==> config.mk <==
export PLATFORM = sky130hd
export DESIGN_NAME = key_debounce
export DESIGN_NICKNAME = d
export VERILOG_FILES = /design/src/rtl/key_debounce.sv
export SDC_FILE = /design/constraint.sdc
export NUM_CORES = 1
export LEC_CHECK = 0
export BUFFER_PORTS_ARGS = -buffer_cell sky130_fd_sc_hd__buf_2
export CORE_MARGIN = 5
export CORE_UTILIZATION = 28
export CTS_BUF_LIST = sky130_fd_sc_hd__clkbuf_8
export DETAILED_ROUTE_END_ITERATION = 7
export GPL_TIMING_DRIVEN = 0
export SETUP_SLACK_MARGIN = 0.4
export SLEW_MARGIN = 20
export SYNTH_ARGS = -nofsm -noshare
export SYNTH_HDL_FRONTEND = slang
export SYNTH_SLANG_ARGS = --single-unit
==> constraint.sdc <==
create_clock -name clk -period 4.79 [get_ports clk]
set_input_delay 0.2395 -clock clk [delete_from_list [all_inputs] [get_ports clk]]
set_output_delay 0.2395 -clock clk [all_outputs]
set_load 0.03 [all_outputs]
==> src/rtl/key_debounce.sv <==
// Four-channel push-button debouncer with one-hot press detection feeding a coded lock.
// Optional macro KEY_SYNC_EN inserts a two-flop synchronizer ahead of each debounce channel.
module key_debounce #(
  parameter int DB_CYCLES = 1000,
  parameter int CNT_W     = 10
) (
  input  logic       clk,
  input  logic       rst,
  input  logic       q,
  input  logic       u,
  input  logic       n,
  input  logic       b,
  input  logic       d,
  output logic       key_vld,
  output logic [1:0] key_code,
  output logic       key_err,
  output logic [3:0] key_state
);

  localparam logic [CNT_W-1:0] CNT_MAX = CNT_W'(DB_CYCLES - 1);

  logic [3:0]            raw_s;
  logic [3:0]            samp_s;
  logic [3:0][CNT_W-1:0] cnt_q, cnt_d;
  logic [3:0]            stable_q, stable_d;
  logic [3:0]            rise_q, rise_d;
  logic                  key_vld_q, key_vld_d;
  logic                  key_err_q, key_err_d;
  logic [1:0]            key_code_q, key_code_d;

  function automatic logic [2:0] popcnt4(input logic [3:0] v);
    popcnt4 = 3'(v[0]) + 3'(v[1]) + 3'(v[2]) + 3'(v[3]);
  endfunction

  function automatic logic [1:0] enc4(input logic [3:0] v);
    case (v)
      4'b0001: enc4 = 2'd0;
      4'b0010: enc4 = 2'd1;
      4'b0100: enc4 = 2'd2;
      4'b1000: enc4 = 2'd3;
      default: enc4 = 2'd0;
    endcase
  endfunction

  assign raw_s = {b, n, u, q};

`ifdef KEY_SYNC_EN
  logic [3:0] sync1_q, sync1_d;
  logic [3:0] sync2_q, sync2_d;

  // Two-stage metastability filter on the raw button levels.
  always_comb begin
    sync1_d = raw_s;
    sync2_d = sync1_q;
  end

  always_ff @(posedge clk or posedge rst) begin
    if (rst) begin
      sync1_q <= 4'b0000;
      sync2_q <= 4'b0000;
    end else begin
      sync1_q <= sync1_d;
      sync2_q <= sync2_d;
    end
  end

  assign samp_s = sync2_q;
`else
  assign samp_s = raw_s;
`endif

  // Debounce counters, stable levels and press/conflict detection.
  always_comb begin
    cnt_d      = cnt_q;
    stable_d   = stable_q;
    key_vld_d  = 1'b0;
    key_err_d  = 1'b0;
    key_code_d = key_code_q;
    for (int k = 0; k < 4; k++) begin
      if (!d) begin
        cnt_d[k]    = '0;
        stable_d[k] = 1'b0;
      end else if (samp_s[k] == stable_q[k]) begin
        cnt_d[k] = '0;
      end else if (cnt_q[k] == CNT_MAX) begin
        cnt_d[k]    = '0;
        stable_d[k] = ~stable_q[k];
      end else begin
        cnt_d[k] = cnt_q[k] + CNT_W'(1);
      end
    end
    // stable_d is forced low while disarmed, so no rise can be recorded then.
    rise_d = stable_d & ~stable_q;
    if (d) begin
      case (popcnt4(rise_q))
        3'd0: begin
          key_vld_d = 1'b0;
        end
        3'd1: begin
          key_vld_d  = 1'b1;
          key_code_d = enc4(rise_q);
        end
        default: begin
          key_err_d = 1'b1;
        end
      endcase
    end else begin
      key_vld_d = 1'b0;
    end
  end

  always_ff @(posedge clk or posedge rst) begin
    if (rst) begin
      cnt_q      <= '0;
      stable_q   <= 4'b0000;
      rise_q     <= 4'b0000;
      key_vld_q  <= 1'b0;
      key_err_q  <= 1'b0;
      key_code_q <= 2'd0;
    end else begin
      cnt_q      <= cnt_d;
      stable_q   <= stable_d;
      rise_q     <= rise_d;
      key_vld_q  <= key_vld_d;
      key_err_q  <= key_err_d;
      key_code_q <= key_code_d;
    end
  end

  assign key_vld   = key_vld_q;
  assign key_err   = key_err_q;
  assign key_code  = key_code_q;
  assign key_state = stable_q;

endmodule
==> metrics.md <==
| Metric | Value |
|---|---|
| Overall Global Routing Usage | 0.0875 |
| Worst Clk Skew | about 0.0034 ns |
| TNS Setup | 0 ns |
| Main flop type after synthesis | dfrtp_1 |
| Min setup slack post-route | approximately 2.7 ns |
| Final hold slack | -0.00655 ns |
| Gpl congestion | between 0.7 and 0.8 |
| P&R area growth vs syn | 13.7% |
| Syn avg cell area | 9.97 um^2 |
| Largest net degree at the start of global routing | 28 |
| Max incr delay on CP | ~0.47 ns |
| Global-route met3 utilization | 0.0214 |
| Fin. Hold Viols | 25 |
| Post-CTS Resized | 0 |
| Failing checks | negative hold slack |
| Final core occ | 0.328 |
| Final Cycle Share | 0.435 |
| Final setup viols | 0 |
| NetSw | between 0.15 and 0.2 mW |
| Hpwl dp | 3.28 mm |
| Buffers on Ports | 13 |
| Max-slew violation count | 0 |
| Slowest cell on crit path | fa_1 |
| Cells on worst reg2reg path | 8 |
| TritonCTS Buffers | 5 |
| Switching fraction of total power | 0.200 |
| Slew headroom | 0.614 |
| EDFF count, synth | 0 |
| H-tree levels | 2 |
| CTS tree | built |
| RSZ-0062 raised after global routing | no |
| Yosys top cell area share | 0.512 |
| First-pass DRT Iterations | 4 |
| Final ANT Viol Nets | 0 |
| Fmax | approximately 0.48 GHz |
| Design area | 2890 um^2 |
| Dpl cells | about 380 |
| Required time of the critical path | approximately 5.0 ns |
| End of the worst register-to-register path | key_code[0] |
| Cell taking the most area after synthesis | dfrtp_1 |
| # rows | 34 |
| Crit. End Element | flip-flop |
| Worst slew pin tran | just under 0.6 ns |
| Diodes inserted | 0 |
| Clk pwr share | 0.418 |
| Initial antenna violation count | 0 |
| DRC viols | 0 |
| Final wirelength | between 4 and 5 mm |
| First-pass GRT wire length | ~8 mm |
| Most used routing layer | met2 |
| GR Util met1 | 0.123 |
| Dpl cell area | around 2800 um^2 |
| Crit path kind | flip-flop to flip-flop |
| Die Ht | between 100 and 150 um |
| Worst-path clk slew | 0.09 ns |
| Synth area leaders | dfrtp_1, nor2_1, xnor2_1 |
| CP top delay family | adder cells |
| GR Util met2 | 0.131 |
| Chip width | about 110 um |
| Worst Path Buf+Inv | 2 |
| Setup Fix Bufs, Post-CTS | 0 |
| Pre-CTS WS | 2.72 ns |
| Reg2reg start | rise_q[3] |
| Synth unique cells | 33 |
| Max-capacitance violation count | 0 |
| Post-synth top cells | dfrtp_1, nor2_1, nand2_1 |
| Die area | roughly 11000 um^2 |
| Fill cells | around 890 |
| Hold/Removal Path Class | primary input to async pin |
| Share of async-settable or async-resettable flops after synthesis | 1.00 |
| Max rail drop VDD | approximately 0.12 mV |
| CP max FO | 5 |
| Total grt overflow | 0 |
| Wirelength per Cell | approximately 12 um |
| Most frequent cell after synthesis | dfrtp_1 |
| Root Driver | clkbuf_8 |
| Overall Power | between 0.8 and 0.9 mW |
| Leakage Power | approximately 1.3 nW |
| Combinational power share | 0.041 |
| Cell area after synthesis | between 2000 and 3000 um^2 |
| #FFs+latches synth | 52 |
| Yosys warns | 0 |
| Layout cells sized above 1 | 0.105 |
| Sequential share of power | 0.542 |
| Minimum clock period | 2.08 ns |
| Int Power | ~0.66 mW |
| Core box area | 8810 um^2 |
| Synthesized Nets | around 270 |
| Pwr Density | around 280 nW/um^2 |
| Total number of vias | 1807 |
| Crit path cell chain | inv_1, fa_1, inv_1, ha_1, ha_1, nor2_1, nand3_1, o31ai_1 |
| Layout Cells excl Fill | 384 |
| Post-Syn Instances | 255 |
| Fin nets | 292 |
| Clk_lat worst skew | about 0.30 ns |
| CTS Hold Bufs | 0 |
| Clock buffer depth | 2 |
| Vias in the first global route | between 1500 and 2000 |
| Crit path launch type | flip-flop |
| DR iter-0 viols | 87 |
| Initial core utilization | 0.289 |
| IO Pins | 15 |
| Seq/Total Area, Yosys | 0.512 |
| Status | complete, but fails checks |
| Worst Path Arrival | 2.29 ns |
| Flop2flop setup slack | between 2 and 3 ns |
| Detail-routed via count per cell | 4.71 |
| CTS sink cnt | 52 |
-- cell type report --
| type | instances | area [um^2] | share of cell area |
|---|---|---|---|
| inverter | 13 | 48.8 | 0.0169 |
| sequential | 52 | 1300 | 0.450 |
| clock inverter | 2 | 60.1 | 0.0208 |
| tap | 108 | 135 | 0.0467 |
| multi-input combinational | 187 | 1180 | 0.408 |
| clock buffer | 5 | 68.8 | 0.0238 |
| buffer | 3 | 11.3 | 0.00389 |
| timing repair buffer | 14 | 85.1 | 0.0294 |
-- state kept, by name, indices dropped and copies added, names as in the netlist --
signal	count
cnt_q	40
key_state	4
rise_q	4
key_code	2
key_err	1
key_vld	1
-- cell usage in the layout (no fill, tap or decap), types with 2 or more instances in the layout --
| cell | instances |
|---|---|
| and3_1 | 8 |
| and2_1 | 2 |
| bufinv_16 | 2 |
| clkbuf_1 | 3 |
| ha_1 | 8 |
| xor2_1 | 14 |
| nand3_1 | 21 |
| buf_2 | 13 |
| dfrtp_1 | 52 |
| and4_1 | 3 |
| a21oi_1 | 5 |
| clkbuf_8 | 5 |
| nand2_1 | 24 |
| a31oi_1 | 6 |
| nor2_1 | 38 |
| nor3_1 | 10 |
| nor2b_1 | 5 |
| xnor2_1 | 14 |
| and4bb_2 | 3 |
| nand4_1 | 7 |
| inv_1 | 12 |
| mux2i_1 | 5 |
-- routing by layer --
| metal | wire [um] | part of all wire |
|---|---|---|
| met1 | 2320 | 0.52 |
| met2 | 1940 | 0.43 |
| met3 | 160 | 0.036 |
| met4 | 55 | 0.012 |
| met5 | 0 | 0 |
-- power by group through the flow --
| stage | registers, mW | logic [mW] | clock network (mW) |
|---|---|---|---|
| 6_report | 0.445 | 0.0334 | 0.343 |
| 5_1_grt | 0.446 | 0.0399 | 0.377 |
| 4_1_cts | 0.446 | 0.0351 | 0.357 |
| 3_5_place_dp | 0.454 | 0.0350 | 0 |
| 3_3_place_gp | 0.454 | 0.0319 | 0 |
| 2_1_floorplan | 0.455 | 0.0200 | 0 |
-- logic make-up (layout without fill, tap and decap cells) --
logic type	count (synthesis)	after routing	share of synthesized area
AOI/OAI and AO/OA	19	19	0.0507
xor gates and xnor gates	28	28	0.0965
adders and majority gates	9	9	0.0472
buffers and inverters	16	37	0.0236
DFF	52	52	0.512
muxes	5	5	0.0197
and+or+nand+nor	126	126	0.250
-- how the worst max path moves through the flow --
stage	to	cells past startpoint	slack, ns	from
after floorplan	key_code[0]	8	2.84	rise_q[0]
after global placement	cnt_q[18]	2	2.62	rst
after detailed placement	key_code[0]	8	2.72	rise_q[3]
after CTS	key_code[0]	8	2.68	rise_q[3]
after global routing	key_code[0]	8	2.48	rise_q[3]
final	key_code[0]	8	2.71	rise_q[3]
(Power assumes the default switching activity.)
